## src/rtl/reg_write_back_arbiter_if.sv

```systemverilog
// ---------------------------------------------------------------------------
// reg_write_back_arbiter_if
//
// Purpose: bundles every non-clock/reset signal of the register writeback
// arbiter. The "master" modport is the surrounding pipeline (producers of
// results, decode stage, register file) and the "slave" modport is the
// arbiter itself.
//
// Signals:
//   pipe_wr_en/sel/data      in-order pipeline result (no handshake)
//   ll_issue_en/sel          long-latency op issued, destination register
//   ll_valid/ready/sel/data  long-latency result offer, FIFO accept
//   rd_sel_ra/rb/rc          decode-stage source register selects
//   stall                    decode must hold
//   busy_mask                per-register "owed by long-latency unit" bits
//   ll_count                 long-latency FIFO occupancy
//   rf_write_en/sel/data     register-file write port
// ---------------------------------------------------------------------------
interface reg_write_back_arbiter_if #(
  parameter int DATA_WIDTH = 32,
  parameter int NUM_REGS   = 16,
  parameter int SEL_WIDTH  = 4,
  parameter int LL_DEPTH   = 2
);

  localparam int CNT_WIDTH = $clog2(LL_DEPTH) + 1;

  logic                  pipe_wr_en;
  logic [SEL_WIDTH-1:0]  pipe_wr_sel;
  logic [DATA_WIDTH-1:0] pipe_wr_data;

  logic                  ll_issue_en;
  logic [SEL_WIDTH-1:0]  ll_issue_sel;

  logic                  ll_valid;
  logic                  ll_ready;
  logic [SEL_WIDTH-1:0]  ll_sel;
  logic [DATA_WIDTH-1:0] ll_data;

  logic [SEL_WIDTH-1:0]  rd_sel_ra;
  logic [SEL_WIDTH-1:0]  rd_sel_rb;
  logic [SEL_WIDTH-1:0]  rd_sel_rc;

  logic                  stall;
  logic [NUM_REGS-1:0]   busy_mask;
  logic [CNT_WIDTH-1:0]  ll_count;

  logic                  rf_write_en;
  logic [SEL_WIDTH-1:0]  rf_write_sel;
  logic [DATA_WIDTH-1:0] rf_write_data;

  modport master (
    output pipe_wr_en, pipe_wr_sel, pipe_wr_data,
    output ll_issue_en, ll_issue_sel,
    output ll_valid, ll_sel, ll_data,
    output rd_sel_ra, rd_sel_rb, rd_sel_rc,
    input  ll_ready, stall, busy_mask, ll_count,
    input  rf_write_en, rf_write_sel, rf_write_data
  );

  modport slave (
    input  pipe_wr_en, pipe_wr_sel, pipe_wr_data,
    input  ll_issue_en, ll_issue_sel,
    input  ll_valid, ll_sel, ll_data,
    input  rd_sel_ra, rd_sel_rb, rd_sel_rc,
    output ll_ready, stall, busy_mask, ll_count,
    output rf_write_en, rf_write_sel, rf_write_data
  );

endinterface

```

## src/rtl/reg_write_back_arbiter.sv

```systemverilog
// ---------------------------------------------------------------------------
// reg_write_back_arbiter
//
// Purpose: writeback stage driving the single register-file write port.
// The in-order pipeline result always wins; otherwise the oldest entry of a
// small long-latency result FIFO is popped and written. A busy scoreboard
// records registers still owed by long-latency units so decode can stall.
//
// Ports:
//   clk   in   clock, all state updates on the rising edge
//   rst   in   asynchronous, active-high reset
//   bus   slave modport of reg_write_back_arbiter_if (see interface header)
//
// Notes:
//   - rf_write_* are registered; sel/data hold when no write is issued.
//   - A winning write to register 0 is consumed but never enabled.
//   - ll_ready, stall and busy_mask depend only on registered state (and
//     rst / decode selects), never on ll_valid.
// ---------------------------------------------------------------------------
module reg_write_back_arbiter #(
  parameter int DATA_WIDTH = 32,
  parameter int NUM_REGS   = 16,
  parameter int SEL_WIDTH  = 4,
  parameter int LL_DEPTH   = 2
) (
  input  logic                    clk,
  input  logic                    rst,
  reg_write_back_arbiter_if.slave bus
);

  localparam int PTR_WIDTH = $clog2(LL_DEPTH);
  localparam int CNT_WIDTH = PTR_WIDTH + 1;

  localparam logic [PTR_WIDTH-1:0] PTR_ONE    = PTR_WIDTH'(1);
  localparam logic [CNT_WIDTH-1:0] CNT_ONE    = CNT_WIDTH'(1);
  localparam logic [CNT_WIDTH-1:0] CNT_ZERO   = CNT_WIDTH'(0);
  localparam logic [CNT_WIDTH-1:0] FULL_COUNT = CNT_WIDTH'(LL_DEPTH);
  localparam logic [NUM_REGS-1:0]  MASK_ZERO  = {NUM_REGS{1'b0}};
  localparam logic [NUM_REGS-1:0]  REG0_BIT   = NUM_REGS'(1);

  // ------------------------------------------------------------------------
  // Helpers
  // ------------------------------------------------------------------------
  function automatic logic sel_live(input logic [SEL_WIDTH-1:0] sel);
    return sel != {SEL_WIDTH{1'b0}};
  endfunction

  // A source operand blocks decode only if it names a real register whose
  // value is still owed by a long-latency unit.
  function automatic logic src_blocked(input logic [NUM_REGS-1:0]  mask,
                                       input logic [SEL_WIDTH-1:0] sel);
    return sel_live(sel) && mask[sel];
  endfunction

  // ------------------------------------------------------------------------
  // State
  // ------------------------------------------------------------------------
  logic [SEL_WIDTH-1:0]  fifo_sel_r  [LL_DEPTH];
  logic [DATA_WIDTH-1:0] fifo_data_r [LL_DEPTH];
  logic [PTR_WIDTH-1:0]  wr_ptr_r;
  logic [PTR_WIDTH-1:0]  rd_ptr_r;
  logic [CNT_WIDTH-1:0]  count_r;
  logic [NUM_REGS-1:0]   busy_r;
  logic                  rf_en_r;
  logic [SEL_WIDTH-1:0]  rf_sel_r;
  logic [DATA_WIDTH-1:0] rf_data_r;

  // ------------------------------------------------------------------------
  // Combinational signals
  // ------------------------------------------------------------------------
  logic                  empty_s;
  logic                  full_s;
  logic                  ready_s;
  logic                  push_s;
  logic                  pop_s;
  logic [SEL_WIDTH-1:0]  head_sel_s;
  logic [DATA_WIDTH-1:0] head_data_s;
  logic [CNT_WIDTH-1:0]  count_nxt_s;
  logic                  win_valid_s;
  logic [SEL_WIDTH-1:0]  win_sel_s;
  logic [DATA_WIDTH-1:0] win_data_s;
  logic [NUM_REGS-1:0]   set_mask_s;
  logic [NUM_REGS-1:0]   clr_mask_s;
  logic [NUM_REGS-1:0]   busy_nxt_s;

  assign empty_s     = (count_r == CNT_ZERO);
  assign full_s      = (count_r == FULL_COUNT);
  // rst gates ready so nothing is accepted while the FIFO is held cleared.
  assign ready_s     = !rst && (count_r < FULL_COUNT);
  assign push_s      = bus.ll_valid && ready_s;
  // The pipeline has absolute priority; the FIFO only drains in its bubbles.
  assign pop_s       = !bus.pipe_wr_en && !empty_s;
  assign head_sel_s  = fifo_sel_r[rd_ptr_r];
  assign head_data_s = fifo_data_r[rd_ptr_r];

  // Occupancy update; simultaneous push and pop leaves the count unchanged.
  always_comb begin
    count_nxt_s = count_r;
    case ({push_s, pop_s})
      2'b10:   count_nxt_s = count_r + CNT_ONE;
      2'b01:   count_nxt_s = count_r - CNT_ONE;
      default: count_nxt_s = count_r;
    endcase
  end

  // Fixed-priority selection of the write-port winner for this cycle.
  always_comb begin
    win_valid_s = 1'b0;
    win_sel_s   = rf_sel_r;
    win_data_s  = rf_data_r;
    if (bus.pipe_wr_en) begin
      win_valid_s = 1'b1;
      win_sel_s   = bus.pipe_wr_sel;
      win_data_s  = bus.pipe_wr_data;
    end else if (pop_s) begin
      win_valid_s = 1'b1;
      win_sel_s   = head_sel_s;
      win_data_s  = head_data_s;
    end else begin
      win_valid_s = 1'b0;
      win_sel_s   = rf_sel_r;
      win_data_s  = rf_data_r;
    end
  end

  // Scoreboard set/clear masks; set is applied after clear so it wins.
  always_comb begin
    set_mask_s = MASK_ZERO;
    clr_mask_s = MASK_ZERO;
    if (pop_s) begin
      clr_mask_s[head_sel_s] = 1'b1;
    end else begin
      clr_mask_s = MASK_ZERO;
    end
    if (bus.ll_issue_en && sel_live(bus.ll_issue_sel)) begin
      set_mask_s[bus.ll_issue_sel] = 1'b1;
    end else begin
      set_mask_s = MASK_ZERO;
    end
  end

  // Register 0 is hard zero, so its busy bit is forced clear.
  assign busy_nxt_s = ((busy_r & ~clr_mask_s) | set_mask_s) & ~REG0_BIT;

  // ------------------------------------------------------------------------
  // Sequential logic
  // ------------------------------------------------------------------------

  // Long-latency result FIFO storage, pointers and occupancy.
  always_ff @(posedge clk or posedge rst) begin
    if (rst) begin
      for (int i = 0; i < LL_DEPTH; i++) begin
        fifo_sel_r[i]  <= {SEL_WIDTH{1'b0}};
        fifo_data_r[i] <= {DATA_WIDTH{1'b0}};
      end
      wr_ptr_r <= {PTR_WIDTH{1'b0}};
      rd_ptr_r <= {PTR_WIDTH{1'b0}};
      count_r  <= CNT_ZERO;
    end else begin
      if (push_s) begin
        fifo_sel_r[wr_ptr_r]  <= bus.ll_sel;
        fifo_data_r[wr_ptr_r] <= bus.ll_data;
        wr_ptr_r              <= wr_ptr_r + PTR_ONE;
      end
      if (pop_s) begin
        rd_ptr_r <= rd_ptr_r + PTR_ONE;
      end
      count_r <= count_nxt_s;
    end
  end

  // Busy scoreboard register.
  always_ff @(posedge clk or posedge rst) begin
    if (rst) begin
      busy_r <= MASK_ZERO;
    end else begin
      busy_r <= busy_nxt_s;
    end
  end

  // Register-file write port; sel/data only move when a winner exists.
  always_ff @(posedge clk or posedge rst) begin
    if (rst) begin
      rf_en_r   <= 1'b0;
      rf_sel_r  <= {SEL_WIDTH{1'b0}};
      rf_data_r <= {DATA_WIDTH{1'b0}};
    end else begin
      rf_en_r <= win_valid_s && sel_live(win_sel_s);
      if (win_valid_s) begin
        rf_sel_r  <= win_sel_s;
        rf_data_r <= win_data_s;
      end
    end
  end

  // ------------------------------------------------------------------------
  // Outputs
  // ------------------------------------------------------------------------
  assign bus.ll_ready      = ready_s;
  assign bus.ll_count      = count_r;
  assign bus.busy_mask     = busy_r;
  // A full FIFO forces a decode bubble so the pipeline yields the port.
  assign bus.stall         = src_blocked(busy_r, bus.rd_sel_ra) ||
                             src_blocked(busy_r, bus.rd_sel_rb) ||
                             src_blocked(busy_r, bus.rd_sel_rc) ||
                             full_s;
  assign bus.rf_write_en   = rf_en_r;
  assign bus.rf_write_sel  = rf_sel_r;
  assign bus.rf_write_data = rf_data_r;

endmodule

```

## src/flat_wrapper.sv

```systemverilog
// flat-port wrapper written by rule: the top's interface ports become plain ports
module reg_write_back_arbiter_flat 
#(
  parameter int DATA_WIDTH = 32,
  parameter int NUM_REGS   = 16,
  parameter int SEL_WIDTH  = 4,
  parameter int LL_DEPTH   = 2
)
  (clk, rst, bus_pipe_wr_en, bus_pipe_wr_sel, bus_pipe_wr_data, bus_ll_issue_en, bus_ll_issue_sel, bus_ll_valid, bus_ll_sel, bus_ll_data, bus_rd_sel_ra, bus_rd_sel_rb, bus_rd_sel_rc, bus_ll_ready, bus_stall, bus_busy_mask, bus_ll_count, bus_rf_write_en, bus_rf_write_sel, bus_rf_write_data);
  reg_write_back_arbiter_if #(.DATA_WIDTH(DATA_WIDTH), .NUM_REGS(NUM_REGS), .SEL_WIDTH(SEL_WIDTH), .LL_DEPTH(LL_DEPTH)) bus_i ();
  input  logic clk;
  input  logic rst;
  input wire logic [$bits(bus_i.pipe_wr_en)-1:0] bus_pipe_wr_en;
  input wire logic [$bits(bus_i.pipe_wr_sel)-1:0] bus_pipe_wr_sel;
  input wire logic [$bits(bus_i.pipe_wr_data)-1:0] bus_pipe_wr_data;
  input wire logic [$bits(bus_i.ll_issue_en)-1:0] bus_ll_issue_en;
  input wire logic [$bits(bus_i.ll_issue_sel)-1:0] bus_ll_issue_sel;
  input wire logic [$bits(bus_i.ll_valid)-1:0] bus_ll_valid;
  input wire logic [$bits(bus_i.ll_sel)-1:0] bus_ll_sel;
  input wire logic [$bits(bus_i.ll_data)-1:0] bus_ll_data;
  input wire logic [$bits(bus_i.rd_sel_ra)-1:0] bus_rd_sel_ra;
  input wire logic [$bits(bus_i.rd_sel_rb)-1:0] bus_rd_sel_rb;
  input wire logic [$bits(bus_i.rd_sel_rc)-1:0] bus_rd_sel_rc;
  output wire logic [$bits(bus_i.ll_ready)-1:0] bus_ll_ready;
  output wire logic [$bits(bus_i.stall)-1:0] bus_stall;
  output wire logic [$bits(bus_i.busy_mask)-1:0] bus_busy_mask;
  output wire logic [$bits(bus_i.ll_count)-1:0] bus_ll_count;
  output wire logic [$bits(bus_i.rf_write_en)-1:0] bus_rf_write_en;
  output wire logic [$bits(bus_i.rf_write_sel)-1:0] bus_rf_write_sel;
  output wire logic [$bits(bus_i.rf_write_data)-1:0] bus_rf_write_data;
  assign bus_i.pipe_wr_en = bus_pipe_wr_en;
  assign bus_i.pipe_wr_sel = bus_pipe_wr_sel;
  assign bus_i.pipe_wr_data = bus_pipe_wr_data;
  assign bus_i.ll_issue_en = bus_ll_issue_en;
  assign bus_i.ll_issue_sel = bus_ll_issue_sel;
  assign bus_i.ll_valid = bus_ll_valid;
  assign bus_i.ll_sel = bus_ll_sel;
  assign bus_i.ll_data = bus_ll_data;
  assign bus_i.rd_sel_ra = bus_rd_sel_ra;
  assign bus_i.rd_sel_rb = bus_rd_sel_rb;
  assign bus_i.rd_sel_rc = bus_rd_sel_rc;
  assign bus_ll_ready = bus_i.ll_ready;
  assign bus_stall = bus_i.stall;
  assign bus_busy_mask = bus_i.busy_mask;
  assign bus_ll_count = bus_i.ll_count;
  assign bus_rf_write_en = bus_i.rf_write_en;
  assign bus_rf_write_sel = bus_i.rf_write_sel;
  assign bus_rf_write_data = bus_i.rf_write_data;
  reg_write_back_arbiter #(.DATA_WIDTH(DATA_WIDTH), .NUM_REGS(NUM_REGS), .SEL_WIDTH(SEL_WIDTH), .LL_DEPTH(LL_DEPTH)) u_core (.clk(clk), .rst(rst), .bus(bus_i));
endmodule
```

## config.mk

```make
export PLATFORM = sky130hd
export DESIGN_NAME = reg_write_back_arbiter_flat
export DESIGN_NICKNAME = d
export VERILOG_FILES = /design/src/rtl/reg_write_back_arbiter_if.sv /design/src/rtl/reg_write_back_arbiter.sv /design/src/flat_wrapper.sv
export SDC_FILE = /design/constraint.sdc
export NUM_CORES = 1
export LEC_CHECK = 0
export ABC_AREA = 1
export BUFFER_PORTS_ARGS = -buffer_cell sky130_fd_sc_hd__buf_2
export CAP_MARGIN = 20
export CORE_MARGIN = 3
export CORE_UTILIZATION = 54
export DETAILED_ROUTE_END_ITERATION = 8
export PLACE_DENSITY = 0.79
export SLEW_MARGIN = 20
export SYNTH_ARGS = -nofsm -noshare
export SYNTH_HDL_FRONTEND = slang
export SYNTH_SLANG_ARGS = --single-unit
```

## constraint.sdc

```tcl
create_clock -name clk -period 4.7 [get_ports clk]
set_input_delay 0.705 -clock clk [delete_from_list [all_inputs] [get_ports clk]]
set_output_delay 0.705 -clock clk [all_outputs]
set_load 0.01 [all_outputs]
```

==> results.py, run 1 <==
metrics = {
    "clock_network": {
        "cts_setup_buffers": 0,
        "clk_latency_ps": 410,
        "cts_buffers": 17,
        "cts_tree": "yes",
        "htreeDepth": 4,
        "path_clk_slew_ps": 50,
        "clock_sinks": 128,
        "hold_buffers": 0,
        "ctsResizeCount": 0,
        "cts_max_path_buffers": 2,
        "cts_root_buf": "clkbuf_16",
    },
    "grt": {
        "grt_max_degree": 74,
        "grt_pass1_vias": 5542,
        "grt_antenna_before_repair": 2,
        "grt_pass1_wl_mm": 26.0,
        "overflow": 0,
        "grt.total_usage": 0.251,
    },
    "sta": {
        "tightest_slew_ps": 1040,
        "rsz0062_at_grt": "no",
        "setup_ws_ps": 2320,
        "fin_setup_tns_ps": 0,
        "period_minus_slack_ps": 2380,
        "hold_ws_ps": 350,
        "setup_viol": 0,
        "skew_ps": 6.46,
        "min_period_over_period": 0.505,
        "slew_headroom": 0.310,
        "hold_viol_final": 0,
        "clock.fmax_mhz": 421,
        "slew_viol_final": 0,
    },
    "detailed_routing": {
        "drc": 0,
        "wl_met2_mm": 7.49,
        "firstDrtPassIters": 5,
        "viasPerCell": 5.40,
        "ant_nets": 0,
        "wl_met1_mm": 6.78,
        "drtIter0Drc": 569,
        "wl_per_cell_um": 14.9,
        "num_vias": 5719,
        "top_layer": "met5",
        "routed_wl_mm": 15.8,
        "wl_met3_mm": 1.12,
    },
    "layout": {
        "mostFrequentLayoutCells": "nand2_1, buf_2, dfrtp_1, nor2_1, a21oi_1",
        "final_common_cell": "nand2_1",
        "antenna_cells": 0,
        "area_delta_synth_final_pct": 20.4,
        "layout.nets": 1002,
        "drive_above_1_share": 0.250,
        "nFillCells": 971,
    },
    "synth": {
        "synth.avg_cell_area_um2": 8.12,
        "syn_inst": 776,
        "seq_area_frac_synth": 0.509,
        "syn_nets": 870,
        "yosysWarningCount": 0,
        "netlist_area_mm2": 0.00630,
        "synthArstFlopShare": 1.00,
        "synth_edf_count": 0,
        "synthFlopType": "dfrtp_1",
        "synthDistinctLibCells": 32,
        "ys_ff_latch": 128,
    },
    "setup_path": {
        "start_kind": "primary input",
        "path_buf_inv": 4,
        "crit_top_cell": "nand2_1",
        "reg2reg_to": "u_core.bus.busy_mask[13]",
        "r2r_slack_ps": 2340,
        "worst_path_max_delay_cell": "inv_1",
        "crit_type": "in2out",
        "slowest_delay_ps": 170,
        "path_cells": "buf_2 > inv_1 > nand2_1 > nand3_1 > nand2_1 > nand2_1 > nand2_1 > inv_1 > nand2_1 > nor2_1 > nand2_1 > buf_2",
        "cp-end-kind": "primary output",
        "critPathTopFamily": "buffers and inverters",
        "crit_required_ps": 3990,
        "cp_max_fo": 9,
        "critical_path_cell_count": 12,
        "regToRegStartpoint": "u_core.rd_ptr_r",
        "cp.arrival_ps": 1670,
        "reg2reg_depth": 7,
    },
    "die": {
        "die_y_um": 114,
        "die_w_um": 114,
        "start_util": 0.566,
        "floorplan.die_area_mm2": 0.0130,
        "io_pins": 150,
        "rows": 38,
        "core_area_mm2": 0.0111,
    },
    "place": {
        "hpwl_mm": 10.2,
        "dp_slack_ps": 2210,
        "port_buffers": 148,
        "place_congestion": 0.960,
    },
    "pwr": {
        "power.leakage_nw": 3.94,
        "pwr_density_cell_mw_per_mm2": 666,
        "peakVddDrop_v": 0.000349,
    },
    "job": {
        "drv_cap": 0,
    },
    "min_path": {
        "min_path_type": "in2async",
    },
    "run_status": {
        "status": "finished clean",
    },
}
kinds of logic after synthesis:
family                     after synthesis  share of synthesized area
other                                    1                   0.000595
buffers and inverters                  110                     0.0838
adders and majority gates                1                    0.00199
and+or+nand+nor                        358                      0.239
xor gates and xnor gates                 3                    0.00417
DFF                                    128                      0.509
AOI/OAI and AO/OA                      175                      0.162
routing by layer:
metal | GRT usage | up-vias
li1 | - | 2770
met2 | 0.404 | 235
met5 | 0 | -
met1 | 0.331 | 2669
met3 | 0.0536 | 41
met4 | 0.107 | 4
Yosys cell counts (2+ instances only):
cell	number	area, um2
buf_4	12	90.1
buf_1	2	7.51
buf_2	6	30.0
nand2_1	165	619
o21ai_0	67	335
a21oi_1	69	345
clkbuf_1	12	45.0
buf_6	8	90.1
o21ai_2	36	315
or2_2	2	12.5
xor2_1	2	17.5
dfrtp_1	128	3200
nor2_1	112	420
or3_1	32	200
inv_1	68	255
nand3_1	39	195
metrics by stage:
stage | power [mW] | area [um2] | util | instances
after floorplan | 3.19 | 6300 | - | 776
after global placement | 3.70 | 7010 | 0.630 | 1029
after detailed placement | 3.76 | 7010 | 0.630 | 1029
after CTS | 5.07 | 7580 | 0.681 | 1060
after global routing | 5.44 | 7580 | 0.681 | 1060
final | 5.05 | 7580 | 0.681 | 1060
power by group:
group          total, mW  internal (mW)  switching, mW  leakage, nW
logic               1.72          0.690           1.03         2.10
clock network       1.27          0.830          0.445        0.287
registers           2.06           1.64          0.417         1.56
worst register-to-register path: cells and delay by family (launching register included):
kind / cells / cell delay, ps
buffers and inverters: 2 / 530
AND/OR/NAND/NOR: 3 / 420
flip-flops: 1 / 920
AO/OA/AOI/OAI: 2 / 350
flip-flops by register name, summed over array words and instances, names as in the netlist:
name	cells
u_core.rd_ptr_r	1
u_core.wr_ptr_r	1
u_core.fifo_data_r	64
u_core.bus.rf_write_en	1
u_core.bus.rf_write_sel	4
u_core.bus.rf_write_data	32
u_core.bus.ll_count	2
u_core.fifo_sel_r	8
u_core.bus.busy_mask	15
cell type report:
type / instances / area, um2 / share of cell area
flip-flops and latches: 128 / 3200 / 0.423
multi-input cells: 538 / 2580 / 0.340
inverters: 70 / 268 / 0.0353
clock inverters: 6 / 80.1 / 0.0106
repair buffers: 153 / 778 / 0.103
well taps: 140 / 175 / 0.0231
clock buffers: 25 / 495 / 0.0654
worst max path at each step:
stage / to / startpoint
2_1_floorplan: u_core.bus.busy_mask[10] / rst
3_3_place_gp: u_core.bus.rf_write_data[12] / bus_pipe_wr_en
3_5_place_dp: u_core.bus.rf_write_data[1] / bus_pipe_wr_en
4_1_cts: bus_stall / bus_rd_sel_rc[0]
5_1_grt: u_core.bus.busy_mask[13] / u_core.rd_ptr_r
6_report: bus_stall / bus_rd_sel_rc[0]
Power figures use the tool's default switching activity.
==> run 2, diff against run 1 <==
--- a/config.mk
+++ b/config.mk
@@ -9,9 +9,9 @@
 export BUFFER_PORTS_ARGS = -buffer_cell sky130_fd_sc_hd__buf_2
 export CAP_MARGIN = 20
 export CORE_MARGIN = 3
-export CORE_UTILIZATION = 54
+export CORE_UTILIZATION = 49
 export DETAILED_ROUTE_END_ITERATION = 8
-export PLACE_DENSITY = 0.79
+export PLACE_DENSITY = 0.76
 export SLEW_MARGIN = 20
 export SYNTH_ARGS = -nofsm -noshare
 export SYNTH_HDL_FRONTEND = slang
==> constraint.sdc (replaced) <==
create_clock -name clk -period 2.1 [get_ports clk]
set_input_delay 0.315 -clock clk [delete_from_list [all_inputs] [get_ports clk]]
set_output_delay 0.315 -clock clk [all_outputs]
set_load 0.01 [all_outputs]
==> run 2 against run 1 <==
Effect of this change:
- clock power rose to 2.6 times the previous value
- first-iteration DRC count is 10% lower
- largest cell class unchanged
- core utilization down 4.1 points
- setup slack got worse by 2100 ps
- combinational power rose by 130%
- cell count rose by 3.7%
- die area up 9.7%
- global-route usage shrank 2.1 points
- critical path depth decreased by 1
- register-to-register slack worse by 1900 ps
- sequential power grew 120%
==> results.py, run 2 (synthesis results as in run 1) <==
metrics = {
    "run_status": {
        "status": "finished clean",
    },
    "layout": {
        "utilization": 0.640,
        "design_area_mm2": 0.00785,
        "layout.nets": 1012,
        "mostFrequentLayoutCells": "nand2_1, buf_2, dfrtp_1, nor2_1, a21oi_1",
        "antenna_cells": 0,
        "nFillCells": 1100,
        "area_delta_synth_final_pct": 24.7,
        "largest_reg_flops": 64,
        "final_common_cell": "nand2_1",
        "seq_area_mm2": 0.00320,
        "multi_input_area_mm2": 0.00258,
        "regMostFlops": "u_core.fifo_data_r",
        "drive_above_1_share": 0.259,
    },
    "detailed_routing": {
        "num_vias": 5621,
        "ant_nets": 0,
        "firstDrtPassIters": 5,
        "routed_wl_mm": 15.9,
        "wl_per_cell_um": 14.5,
        "viasPerCell": 5.11,
        "drtIter0Drc": 511,
        "drc": 0,
    },
    "clock_network": {
        "htreeDepth": 4,
        "clock_sinks": 128,
        "cts_buffers": 17,
        "clk_latency_ps": 410,
        "cts_tree": "yes",
        "ctsResizeCount": 0,
        "path_clk_slew_ps": 60,
        "cts_max_path_buffers": 2,
        "cts_root_buf": "clkbuf_16",
    },
    "setup_path": {
        "cp-end-kind": "primary output",
        "cp_max_fo": 3,
        "slowest_delay_ps": 410,
        "crit_required_ps": 1780,
        "worst_path_max_delay_cell": "dfrtp_1",
        "critPathTopFamily": "simple AND/OR/NAND/NOR gates",
        "path_buf_inv": 3,
        "path_cells": "inv_1 > nand2_1 > nand3_1 > nand2_1 > nand2_1 > nand2_1 > inv_1 > nand2_1 > nor2_1 > nand2_1 > buf_2",
        "crit_type": "reg2out",
        "cp.arrival_ps": 1590,
        "crit_top_cell": "nand2_1",
        "start_kind": "flop",
    },
    "grt": {
        "grt_max_degree": 78,
        "overflow": 0,
        "grt.total_usage": 0.230,
        "grt_pass1_vias": 5358,
        "grt_antenna_before_repair": 0,
        "grt_pass1_wl_mm": 26.4,
    },
    "sta": {
        "period_minus_slack_ps": 1910,
        "slew_viol_final": 0,
        "hold_ws_ps": 164,
        "hold_viol_final": 0,
        "fin_setup_tns_ps": 0,
        "min_period_over_period": 0.909,
        "rsz0062_at_grt": "no",
        "skew_ps": 11.9,
        "setup_viol": 0,
        "clock.fmax_mhz": 524,
    },
    "place": {
        "place_congestion": 0.929,
        "port_buffers": 148,
        "placed_cell_area_mm2": 0.00717,
        "hpwl_mm": 10.9,
    },
    "pwr": {
        "pwr_density_cell_mw_per_mm2": 1500,
        "power.leakage_nw": 4.05,
        "peakVddDrop_v": 0.000563,
    },
    "min_path": {
        "min_path_type": "in2reg",
    },
    "job": {
        "drv_cap": 0,
    },
    "die": {
        "die_y_um": 119,
        "core_area_mm2": 0.0123,
        "rows": 40,
        "start_util": 0.514,
        "floorplan.die_area_mm2": 0.0143,
        "io_pins": 150,
        "die_w_um": 119,
    },
}
[run 2: routing by layer]
| metal | up-vias | share of wire | track usage |
|---|---|---|---|
| met5 | - | 0 | 0 |
| met4 | 0 | 0.016 | 0.0759 |
| met3 | 24 | 0.057 | 0.0456 |
| met2 | 191 | 0.49 | 0.374 |
| met1 | 2609 | 0.44 | 0.310 |
| li1 | 2797 | - | - |
[run 2: timing repair]
item | in CTS | in global routing
endpoints found under the hold margin | 14 | 0
hold buffers | 1 | 0
setup buffers | 0 | 0
[run 2: area by class of cell]
class                           instances  area share
Inverter                               70      0.0343
Timing Repair Buffer                  163       0.117
Tap cell                              168      0.0268
Multi-Input combinational cell        538       0.329
Clock buffer                           21      0.0599
Sequential cell                       128       0.408
Clock inverter                         11      0.0255
[run 2: path summary, 6_finish.rpt]
kind                                         startpoint  depth (start not counted)                           end  slack (ps)
worst max-delay path            u_core.bus.busy_mask[3]                         11                     bus_stall         190
worst min-delay path                    bus_ll_data[15]                          3        u_core.fifo_data_r[47]         160
worst max register to register   u_core.bus.ll_count[1]                          6        u_core.bus.ll_count[1]         450
worst min register to register   u_core.fifo_data_r[34]                          2        u_core.fifo_data_r[34]         480
max in group asynchronous                           rst                          4        u_core.fifo_data_r[12]         890
min in group asynchronous                           rst                          3  u_core.bus.rf_write_data[29]         490
[run 2: through the flow]
step                worst slack [ps]  instances  total power [mW]
floorplan                        204        776              7.14
global placement                 422       1066              8.38
detailed placement               365       1066              8.51
CTS                              169       1099              11.9
global route                    33.8       1099              12.6
finish                           192       1099              11.8
[run 2: power by group]
part	internal, mW	switching [mW]
registers	3.67	0.786
clock network	2.22	1.09
logic	1.63	2.41
[run 2: tightest hold or removal path, stage by stage]
cell and delay [ps]:
buf_2 90, inv_1 70, o21ai_2 60
